File: config.mk
export PLATFORM = sky130hd
export DESIGN_NAME = fir_coeff_loader
export DESIGN_NICKNAME = d
export VERILOG_FILES = /design/src/rtl/fir_coeff_loader.sv
export SDC_FILE = /design/constraint.sdc
export NUM_CORES = 2
export LEC_CHECK = 0
export BUFFER_PORTS_ARGS = -buffer_cell sky130_fd_sc_hd__buf_4
export CELL_PAD_IN_SITES_DETAIL_PLACEMENT = 1
export CELL_PAD_IN_SITES_GLOBAL_PLACEMENT = 1
export CORE_MARGIN = 8
export CORE_UTILIZATION = 44
export DETAILED_ROUTE_END_ITERATION = 6
export GPL_TIMING_DRIVEN = 0
export PLACE_DENSITY_LB_ADDON = 0.1
export SETUP_SLACK_MARGIN = 0.5
export SLEW_MARGIN = 20
export SYNTH_ARGS = -nofsm -noshare
export SYNTH_HDL_FRONTEND = slang
export SYNTH_SLANG_ARGS = --single-unit
File: constraint.sdc
create_clock -name clk -period 2.15 [get_ports clk]
set_clock_uncertainty 0.1 [all_clocks]
set_input_delay 0.645 -clock clk [delete_from_list [all_inputs] [get_ports clk]]
set_output_delay 0.645 -clock clk [all_outputs]
set_load 0.02 [all_outputs]
File: src/rtl/fir_coeff_loader.sv
// Writer side of the FIR coefficient interface: serial load into a shadow bank, atomic commit to the active bank.
// Optional checksum beat after the coefficients is enabled by defining COEFF_CHECKSUM_EN.
module fir_coeff_loader #(
  parameter int COEFF_WIDTH = 16,
  parameter int NUM_TAPS    = 32
) (
  input  logic                            clk,
  input  logic                            rst,
  input  logic                            start,
  input  logic                            cin_valid,
  output logic                            cin_ready,
  input  logic [COEFF_WIDTH-1:0]          cin_data,
  input  logic                            cin_last,
  output logic [NUM_TAPS*COEFF_WIDTH-1:0] coeff_flat,
  output logic                            coeff_update,
  output logic                            busy,
  output logic                            err
);

  localparam int IDX_WIDTH = $clog2(NUM_TAPS) + 1;
  localparam int TAP_AW    = $clog2(NUM_TAPS);

`ifdef COEFF_CHECKSUM_EN
  localparam logic [IDX_WIDTH-1:0] TERM_IDX = IDX_WIDTH'(NUM_TAPS);
`else
  localparam logic [IDX_WIDTH-1:0] TERM_IDX = IDX_WIDTH'(NUM_TAPS - 1);
`endif

  localparam logic [1:0] ST_IDLE   = 2'd0;
  localparam logic [1:0] ST_LOAD   = 2'd1;
  localparam logic [1:0] ST_COMMIT = 2'd2;

  logic [1:0]                            state;
  logic [IDX_WIDTH-1:0]                  idx;
  logic [COEFF_WIDTH-1:0]                shadow [NUM_TAPS];
  logic [NUM_TAPS*COEFF_WIDTH-1:0]       shadow_flat;
  logic [NUM_TAPS*COEFF_WIDTH-1:0]       active;
  logic [TAP_AW-1:0]                     tap_sel;
  logic                                  hs;
  logic                                  is_term;
`ifdef COEFF_CHECKSUM_EN
  logic [COEFF_WIDTH-1:0]                sum;
`endif

  assign cin_ready  = (state == ST_LOAD);
  assign hs         = cin_valid && cin_ready;
  assign is_term    = (idx == TERM_IDX);
  assign tap_sel    = idx[TAP_AW-1:0];
  assign coeff_flat = active;

  always_comb begin
    shadow_flat = '0;
    for (int k = 0; k < NUM_TAPS; k++) begin
      shadow_flat[k*COEFF_WIDTH +: COEFF_WIDTH] = shadow[k];
    end
  end

  always_ff @(posedge clk or negedge rst) begin
    if (!rst) begin
      state        <= ST_IDLE;
      idx          <= '0;
      active       <= '0;
      coeff_update <= 1'b0;
      busy         <= 1'b0;
      err          <= 1'b0;
      for (int k = 0; k < NUM_TAPS; k++) begin
        shadow[k] <= '0;
      end
`ifdef COEFF_CHECKSUM_EN
      sum          <= '0;
`endif
    end else begin
      coeff_update <= 1'b0;
      case (state)
        ST_IDLE: begin
          if (start) begin
            state <= ST_LOAD;
            idx   <= '0;
            err   <= 1'b0;
            busy  <= 1'b1;
`ifdef COEFF_CHECKSUM_EN
            sum   <= '0;
`endif
          end
        end

        ST_LOAD: begin
          if (hs) begin
            if (is_term) begin
`ifdef COEFF_CHECKSUM_EN
              // Terminal beat carries the checksum; it is never stored as a tap.
              if (cin_last && (cin_data == sum)) begin
                state <= ST_COMMIT;
              end else begin
                err   <= 1'b1;
                busy  <= 1'b0;
                state <= ST_IDLE;
              end
`else
              shadow[tap_sel] <= cin_data;
              if (cin_last) begin
                state <= ST_COMMIT;
              end else begin
                err   <= 1'b1;
                busy  <= 1'b0;
                state <= ST_IDLE;
              end
`endif
            end else if (cin_last) begin
              err   <= 1'b1;
              busy  <= 1'b0;
              state <= ST_IDLE;
            end else begin
              shadow[tap_sel] <= cin_data;
              idx             <= idx + 1'b1;
`ifdef COEFF_CHECKSUM_EN
              sum             <= sum + cin_data;
`endif
            end
          end
        end

        ST_COMMIT: begin
          active       <= shadow_flat;
          coeff_update <= 1'b1;
          busy         <= 1'b0;
          state        <= ST_IDLE;
        end

        default: state <= ST_IDLE;
      endcase
    end
  end

endmodule
==> results.md <==
- CTS tree: built
- IO Pins: 537
- Post-synth cell types: 47
- Avg Cell Area, Syn: 16.8 um2
- H-tree depth: 3
- Tcrit/Tclk final: 1.07
- FF/Latch Area: between 0.02 and 0.03 mm2
- Area grow syn2layout: 38.3%
- Tmin final: 2.29 ns
- Vias post-DR: between 20,000 and 25,000
- Critical path fanouts, max: 8
- GRT Util Overall: 0.249
- Chip width: around 310 um
- Layout cell share with drive strength beyond 1: 0.653
- Routed length per instance: about 29 um
- MaxCap Viol Count: 0
- DPL Wire Length: 82,700 um
- RSZ-0062 raised after global routing: true
- Slowest stage delay, CP: between 0.4 and 0.5 ns
- Failing checks: hold timing, setup timing
- Largest net degree at the start of global routing: between 150 and 200
- Gr ovfl total: 0
- Via density: between 5 and 6
- Top delay family on crit path: buffers and inverters
- CP arrival: 2.75 ns
- Post-route ant nets: 0
- Min-Delay Path Class: primary input to async pin
- Warnings from Yosys: 0
- Dominant cells by area after synthesis: dfrtp_1, mux2_2, mux2_1
- Flop-to-flop setup slack: -0.14 ns
- Total clock buffers created by CTS: 109
- WP data required: 2.61 ns
- Fin. max-slew vios: 0
- Worst Tran Pin Value: 1.26 ns
- FP Rows: 109
- Sequential fraction of the synthesis area: 0.661
- Crit path max-delay cell type: dfrtp_1
- DIE HEIGHT: 314 um
- Clock buffer depth: 3
- Starting density of the core: 0.444
- Ys async rst share: 1.00
- Power per cell area: 919 mW/mm2
- Dominant cell type by area after synthesis: dfrtp_1
- CP startpoint kind: register
- Buf/Inv on CP: 4
- Multi-input logic area: 0.0137 mm2
- Predominant post-synthesis flop cell: dfrtp_1
- Remaining DRCs: 0
- Synth Cell Area: between 0.03 and 0.04 mm2
- Core Region: 0.0882 mm2
- Global-route wire length before repair: 183,000 um
- Count leader, synth: dfrtp_1
- Synth cell count leaders: dfrtp_1, mux2_2, clkbuf_1, mux2_1, buf_2
- Router iterations before antenna repair: 4
- Setup Viol. Count Final: 375
- Critical path endpoint category: register
- Gpl congestion: 0.781
- Clk_lat worst skew: 0.68 ns
- IO buf count: 535
- Hold Violations, Final: 97
- Starting DRT DRC Count: 1,260
- Hold WS: -0.249 ns
- Post-synthesis register bit count: around 1,000
- Routed WL: ~130,000 um
- Fmax: 0.436 GHz
- Worst rel slew slack: 0.160
- Fin worst setup slack: -0.145 ns
- Syn nets: 2,355
- Clk sinks: ~1,000
- Antenna violations before repair: 10
- Final #Nets: 3,213
- Layout fillers: 7,810
- CP Class: register to register
- Place WS: -1.02 ns
- Die area: 0.0988 mm2
- Clock slew at reported path FFs: 0.06 ns
- Number of synthesized flops with an enable pin: 0
- Outcome: finished with violations
- Post-synth top area share: 0.661
- Peak supply drop: just over 0.0006 V
- Leakage power: 27.9 nW
- Critical path cell sequence: inv_2 > ha_4 > nand3b_4 > buf_12 > nor3b_4 > buf_4 > nand3_4 > clkbuf_16 > mux2_2
- Vias in the first global route: approximately 26,000
- Post-Synthesis Cells: 2,325
- Clock root buffer: clkbuf_16
==> metal layers <==
metal	track usage	vias up	wire [um]
li1	-	9956	-
met1	0.312	12700	52600
met2	0.418	565	64700
met3	0.0677	200	7830
met4	0.0820	2	4960
met5	0	-	7
==> flip-flops by register name (all words and copies together) (netlist names) <==
name and flops:
err 1, state 2, busy 1, coeff_update 1, shadow 512, coeff_flat 512, idx 6
==> layout by cell type, fill, tap and decap left out, types with 4 or more instances in the layout <==
cell type and n:
buf_6 30, mux2_2 796, nand3_1 4, buf_4 640, mux2_4 228, bufinv_16 23, nor2_4 7, nand3_4 7
o211ai_1 6, inv_2 6, nand2_8 5, ha_4 6, clkinv_2 24, nand2_1 11, clkinvlp_4 6, nand4_4 7
dfrtp_1 1032, buf_12 51, clkbuf_1 53, o21ai_0 4, diode_2 5, a21oi_1 4, nor3_4 5, nor2_8 4
clkbuf_2 14, buf_16 14, buf_8 28, clkbuf_16 176, clkbuf_8 32
==> cell families after synthesis <==
kind of cell / after synthesis / synth area share
AOI/OAI and AO/OA: 26 / 0.00483
DFF: 1035 / 0.661
and+or+nand+nor: 72 / 0.0172
muxes: 1025 / 0.295
buffers and inverters: 158 / 0.0189
adders and majority gates: 9 / 0.00288
==> power by group <==
group	total (mW)	internal (mW)	leakage [nW]	switching, mW
clock	20.9	12.8	1.96	8.09
combinational	5.72	3.03	11.7	2.69
sequential	23.1	21.8	14.3	1.35
==> metrics by stage <==
step	TNS, ns	std cells	area [um2]	util	power, mW
after floorplan	-3.89	2325	40100	-	26.3
after global placement	-	4025	45600	0.517	27.6
after detailed placement	-498.07	4032	45800	0.519	28.1
after CTS	-32.37	4310	51900	0.588	49.5
after global routing	-36.25	4443	54100	0.614	51.5
final	-15.23	4445	54100	0.614	49.8
==> layout make-up <==
| class | count | area share |
|---|---|---|
| antenna | 5 | 0.000231 |
| buffer | 150 | 0.0387 |
| clock buffer | 144 | 0.0567 |
| clock inverter | 59 | 0.0171 |
| inverter | 8 | 0.000555 |
| multi-input combinational | 1132 | 0.253 |
| sequential | 1035 | 0.478 |
| tap | 1165 | 0.0269 |
| timing repair buffer | 747 | 0.128 |
==> final timing paths <==
check / start / endpoint / cells past startpoint
setup / recovery: state[1] / shadow[149] / 9
hold reg to reg: shadow[222] / coeff_flat[302] / 1
hold / removal: rst / coeff_flat[452] / 1
min in group clk: cin_data[6] / shadow[486] / 2
max in group asynchronous: rst / coeff_flat[193] / 3
setup reg to reg: state[1] / shadow[149] / 9
==> repair_timing <==
action                      CTS  global route
buffers inserted             47           106
gates cloned                 28            24
hold endpoints to repair     97            97
resized for setup           249           208
pin swaps                    16            23
setup endpoints to repair  2000          2103
(Power assumes the default switching activity.)
